`src/rtl/fm_pkg.sv`:
```
// Shared FM distance-path constants and types, also used by the NCO stage.
// Latency: n/a (declarations only).
// Backpressure: n/a.
package fm_pkg;

  localparam int DIST_WIDTH = 13;
  localparam int MAX_DIST   = 2000;

  typedef logic [DIST_WIDTH-1:0] dist_t;

endpackage

```
`src/rtl/dist_ring_buffer.sv`:
```
// Moving-average history: 2**AVG_LOG2 entries, one write port, read at the write pointer.
// Latency: read is combinational (returns the entry about to be overwritten).
// Backpressure: none; a write happens on every cycle wr_en is high.
module dist_ring_buffer
  import fm_pkg::*;
#(
  parameter int WIDTH    = DIST_WIDTH,
  parameter int AVG_LOG2 = 4
) (
  input  logic             clk,
  input  logic             rst,
  input  logic             wr_en,
  input  logic [WIDTH-1:0] wr_data,
  output logic [WIDTH-1:0] rd_data
);

  localparam int DEPTH = 1 << AVG_LOG2;

  logic [WIDTH-1:0]    mem [DEPTH];
  logic [AVG_LOG2-1:0] wr_ptr;

  // Oldest sample sits at the write pointer once the ring has wrapped.
  assign rd_data = mem[wr_ptr];

  // Write pointer advances per write and wraps naturally at the array depth.
  always_ff @(posedge clk or posedge rst) begin
    if (rst) wr_ptr <= '0;
    else if (wr_en) wr_ptr <= wr_ptr + 1'b1;
  end

  // Storage is deliberately not reset; reads are masked until the window is primed.
  always_ff @(posedge clk) begin
    if (wr_en) mem[wr_ptr] <= wr_data;
  end

endmodule

```
`src/rtl/distance_smoother.sv`:
```
// Clamp -> 2**AVG_LOG2-point moving average -> per-update slew limit, feeding the NCO LUT.
// Latency: out_valid rises 2 clock edges after the edge that accepts the sample.
// Backpressure: none; enable=0 freezes every stage and drops incoming samples.
module distance_smoother
  import fm_pkg::*;
#(
  parameter int WIDTH     = DIST_WIDTH,
  parameter int AVG_LOG2  = 4,
  parameter int MAX_DIST  = fm_pkg::MAX_DIST,
  parameter int SLEW_STEP = 16
) (
  input  logic             clk,
  input  logic             reset,
  input  logic             enable,
  input  logic             in_valid,
  input  logic [WIDTH-1:0] in_distance,
  output logic [WIDTH-1:0] out_distance,
  output logic             out_valid,
  output logic             filled
);

  localparam int SW    = WIDTH + AVG_LOG2;
  localparam int DEPTH = 1 << AVG_LOG2;
  localparam logic [AVG_LOG2:0] FULL = (AVG_LOG2 + 1)'(DEPTH);
  localparam logic [WIDTH-1:0]  CEIL = WIDTH'(MAX_DIST);
  localparam logic [WIDTH-1:0]  STEP = WIDTH'(SLEW_STEP);

  logic             accept;
  logic [WIDTH-1:0] clamped;
  logic [WIDTH-1:0] old_raw;
  logic [WIDTH-1:0] old;

  logic [SW-1:0]     sum;
  logic [AVG_LOG2:0] fill_cnt;
  logic              v0;
  logic              v1;
  logic [WIDTH-1:0]  mean;
  logic              primed;
  logic              out_valid_q;
  logic [WIDTH-1:0]  next_out;

  assign accept  = in_valid & enable;
  assign clamped = (in_distance > CEIL) ? CEIL : in_distance;
  // Unwritten ring entries hold garbage, so nothing is subtracted until primed.
  assign old     = filled ? old_raw : '0;

  dist_ring_buffer #(
    .WIDTH    (WIDTH),
    .AVG_LOG2 (AVG_LOG2)
  ) u_ring (
    .clk     (clk),
    .rst     (reset),
    .wr_en   (accept),
    .wr_data (clamped),
    .rd_data (old_raw)
  );

  // Stage 0: running sum update and window-fill tracking on each accepted sample.
  always_ff @(posedge clk or posedge reset) begin
    if (reset) begin
      sum      <= '0;
      fill_cnt <= '0;
      filled   <= 1'b0;
      v0       <= 1'b0;
    end else if (enable) begin
      v0 <= in_valid;
      if (in_valid) begin
        sum <= sum + SW'(clamped) - SW'(old);
        if (fill_cnt != FULL) fill_cnt <= fill_cnt + 1'b1;
        if (fill_cnt == FULL - 1'b1) filled <= 1'b1;
      end
    end
  end

  // Stage 1: mean of the window, only once the window holds a full set of samples.
  always_ff @(posedge clk or posedge reset) begin
    if (reset) begin
      v1   <= 1'b0;
      mean <= '0;
    end else if (enable) begin
      v1 <= v0 & filled;
      if (v0 & filled) mean <= WIDTH'(sum >> AVG_LOG2);
    end
  end

  // Slew decision, compared one bit wider so out_distance - STEP never wraps.
  always_comb begin
    next_out = mean;
    if (primed) begin
      if ({1'b0, mean} > ({1'b0, out_distance} + {1'b0, STEP}))
        next_out = out_distance + STEP;
      else if (({1'b0, mean} + {1'b0, STEP}) < {1'b0, out_distance})
        next_out = out_distance - STEP;
    end
  end

  // Stage 2: registered output; the first update after priming jumps straight to the mean.
  always_ff @(posedge clk or posedge reset) begin
    if (reset) begin
      out_distance <= '0;
      out_valid_q  <= 1'b0;
      primed       <= 1'b0;
    end else if (enable) begin
      out_valid_q <= v1;
      if (v1) begin
        out_distance <= next_out;
        primed       <= 1'b1;
      end
    end
  end

  // A strobe caught by a freeze stays pending and is shown once enable returns.
  assign out_valid = out_valid_q & enable;

endmodule
```
`config.mk`:
```
export PLATFORM = sky130hd
export DESIGN_NAME = distance_smoother
export DESIGN_NICKNAME = d
export VERILOG_FILES = /design/src/rtl/fm_pkg.sv /design/src/rtl/dist_ring_buffer.sv /design/src/rtl/distance_smoother.sv
export SDC_FILE = /design/constraint.sdc
export NUM_CORES = 1
export LEC_CHECK = 0
export ABC_AREA = 1
export BUFFER_PORTS_ARGS = -buffer_cell sky130_fd_sc_hd__buf_2
export CORE_MARGIN = 4
export CORE_UTILIZATION = 36
export CTS_CLUSTER_DIAMETER = 50
export CTS_CLUSTER_SIZE = 10
export DETAILED_ROUTE_END_ITERATION = 12
export PLACE_DENSITY = 0.53
export RECOVER_POWER = 50
export SLEW_MARGIN = 20
export SYNTH_ARGS = -nofsm -noshare
export SYNTH_HDL_FRONTEND = slang
export SYNTH_HIERARCHICAL = 1
export SYNTH_SLANG_ARGS = --single-unit
```
`constraint.sdc`:
```
create_clock -name clk -period 3.4 [get_ports clk]
set_input_delay 0.34 -clock clk [delete_from_list [all_inputs] [get_ports clk]]
set_output_delay 0.34 -clock clk [all_outputs]
set_load 0.01 [all_outputs]
```
==> flow_metrics.tcl <==
set metrics [dict create \
    status "completed" \
    hold_path_class "in2reg" \
    finalMaxSlewViolations 0 \
    drive_gt1_frac 0.174 \
    wl_per_cell_um 15.4 \
    cts_tree "done" \
    synth-edff-count 208 \
    initial_core_util 0.365 \
    area_growth_pct 23.7 \
    finalSetupViolCount 0 \
    finClkSkew_ps 26.1 \
    rsz0062_at_grt "true" \
    crit_path_start "u_ring/wr_ptr[0]$_DFFE_PP0P_" \
    max_freq_mhz 298 \
    postLayoutCellArea_um2 17500 \
    p_total_w 0.0186 \
    grt_pass1_vias 10310 \
    drt_iter0_markers 606 \
    num_rows 72 \
    core_um2 38700 \
    die-area_um2 42500 \
    netlist_area_um2 14100 \
    final_core_util 0.451 \
    ys_seq_elements 265 \
    routed_via_density 4.61 \
    ant_nets 0 \
    maxCapViolations 0 \
    crit_chain "clkinv_8 -> buf_16 -> buf_8 -> nand2_2 -> nand3_2 -> nand2_1 -> nand2_1 -> nand2_1 -> inv_2 -> nand2_2 -> nand2_2 -> inv_2 -> fa_1 -> inv_2 -> ha_4 -> nand2_4 -> a31oi_4 -> a21boi_2 -> o21ai_1 -> nand3_1 -> nand2_1 -> nand2_1 -> nand3_2 -> nand2_1" \
    grt_pass1_wl_um 55400 \
    htreeDepth 2 \
    gr-usage-all-layers 0.168 \
    first_pass_iters 7 \
    port_buffers 31 \
    die_h_um 206 \
    tightestPinTransition_ps 907 \
    fin_crit_ps 3360 \
    cp_max_fo 7 \
    synth_area_leaders "edfxtp_1, nand2_1, dfrtp_1" \
    clk_path_buf_depth 3 \
    totalWireLength_um 35500 \
    cts_root_buf "clkbuf_16" \
    synth_top_cell_by_area "edfxtp_1" \
    crit_path_end_kind "flip-flop" \
    min_from "enable" \
    fin_nets 1841 \
    power_leakage_nw 8.31 \
    final_hold_viol_count 0 \
    placed_area_um2 15600 \
    ir_drop_mv 0.529 \
    powerDensity_nw_per_um2 1060 \
    overflow 0 \
    drc_errors 0 \
    netlist.area_leader.share 0.442 \
    rr_startpoint "u_ring/wr_ptr[0]$_DFFE_PP0P_" \
    layout_setup_ws_ps 39.6 \
    syn_inst 1605 \
    post-route-period-util 0.988 \
    cp_slowest_cell "dfrtp_4" \
    slowest_delay_ps 530 \
    crit_top_cell "nand2_1" \
    ys.warnings.count 6 \
    die_w_um 206 \
    worstPathRequired_ps 3840 \
    synth_area_per_cell_um2 8.80 \
    fin_setup_tns_ps 0 \
    grt_max_degree 40 \
    clock_latency_ps 560 \
    synthArstFlopShare 0.215 \
    gp_congestion 0.843 \
    relSlewSlack 0.395 \
    antenna_found_initial 1 \
    synth_flop_cell "edfxtp_1" \
    crit_type "reg2reg" \
    n_fill_cell 3726 \
    clock-sinks 265 \
    preCtsSetupSlack_ps -155 \
    dp_hpwl_um 23500 \
    synth-seq-area-share 0.543 \
    cts-buffers-inserted 40 \
    start_kind "flip-flop" \
    vias 10610 \
    synth.distinct_cells 45 \
    clk_pin_slew_worst_paths_ps 50 \
    boundaryPins 32 \
    critPathArrivalTime_ps 3800 \
]
[cells in the mapped netlist, types with 2 or more instances]
library cell and instances:
clkinv_1 3, o21ai_1 2, o21ai_0 37, nand2_4 2, inv_2 4, xor2_1 28
nand2_1 494, nor2_1 63, nor4_1 2, a21o_1 2, mux2_2 5, a31oi_1 3
inv_1 345, fa_1 13, clkbuf_1 10, nand4_1 6, nor2_2 2, buf_2 25
a21oi_1 36, buf_4 2, buf_1 5, dfrtp_1 57, nand3_2 2, nand3_1 156
xnor2_1 7, ha_1 49, or2_2 3, conb_1 2, o21bai_1 4, nand2_2 2
a21oi_4 2, buf_6 7, nor3_1 6, edfxtp_1 208
[cell type report]
class | instances | area (µm²) | area share
inverter | 352 | 1340 | 0.0766
clock buffer | 43 | 1010 | 0.0579
clock inverter | 18 | 206 | 0.0118
antenna | 1 | 2.50 | 0.000143
multi-input combinational | 971 | 5430 | 0.311
tap | 518 | 648 | 0.0371
timing repair buffer | 132 | 1160 | 0.0666
sequential | 265 | 7680 | 0.439
[worst max-delay path, delay by kind of cell, from the launching register on]
family | cells | cell delay, ps
simple gates | 13 | 890
fa+ha+maj | 2 | 810
flops | 1 | 530
buf+inv | 6 | 520
compound gates | 3 | 480
[placed cells by master, fill, tap and decap left out, drive strengths merged, types with 13 or more instances in the layout]
cell type	instances
o21ai	39
xor2	28
nand3	158
a21oi	38
clkbuf	45
inv	355
nand2	499
buf	129
nor2	66
ha	49
fa	13
edfxtp	208
conb	34
dfrtp	57
[flip-flops by register name (all words and copies together), names as in the netlist]
name	count
sum	17
u_ring/wr_ptr	4
primed	1
v0	1
fill_cnt	5
v1	1
out_valid_q	1
mean	13
u_ring/mem	208
filled	1
out_distance	13
[report_power, final]
group          switching [W]  internal, W  total (W)
logic                0.00586      0.00452     0.0104
registers           0.000427      0.00394    0.00437
clock network        0.00152      0.00232    0.00383
total                0.00781       0.0108     0.0186
[final timing paths]
path | endpoint | slack [ps] | cells past startpoint
worst max-delay path | sum[10]$_DFFE_PP0P_ | 40 | 24
worst min-delay path | out_valid_q$_DFFE_PP0P_ | 80 | 2
worst max register to register | sum[10]$_DFFE_PP0P_ | 40 | 24
worst min register to register | sum[5]$_DFFE_PP0P_ | 480 | 2
max in group asynchronous | out_distance[8]$_DFFE_PP0P_ | 2050 | 4
min in group asynchronous | u_ring/wr_ptr[3]$_DFFE_PP0P_ | 290 | 3
[per-layer routing]
metal  part of all wire  vias up  GRT usage
li1                   -     5292          -
met1               0.47     5039      0.235
met2               0.46      227      0.271
met3              0.053       52     0.0330
met4              0.017        0     0.0390
met5                  0        -          0
[through the flow]
step	std cells	hold WS [ps]
after floorplan	1637	106
after global placement	2224	296
after detailed placement	2224	297
after CTS	2294	45.3
after global routing	2299	64.7
final	2300	80.9
[logic make-up (layout without fill, tap and decap cells)]
family          count (synthesis)  in the layout  share of synthesized area
xor+xnor                       35             35                     0.0217
buf+inv                       401            545                      0.113
other cells                     2             35                   0.000532
simple gates                  744            744                      0.220
flops                         265            265                      0.543
fa+ha+maj                      62             62                     0.0618
compound gates                 91             91                     0.0360
mux                             5              5                    0.00399
[repair_timing]
| item | in CTS | in global routing |
|---|---|---|
| hold endpoints to repair | 4 | 0 |
| pin swaps | 6 | 46 |
| endpoints found under the setup margin | 10 | 12 |
| resized for setup | 38 | 112 |
| setup buffers | 5 | 5 |
| cloned | 3 | 1 |
| hold buffers | 1 | 0 |
(Power assumes the default switching activity.)
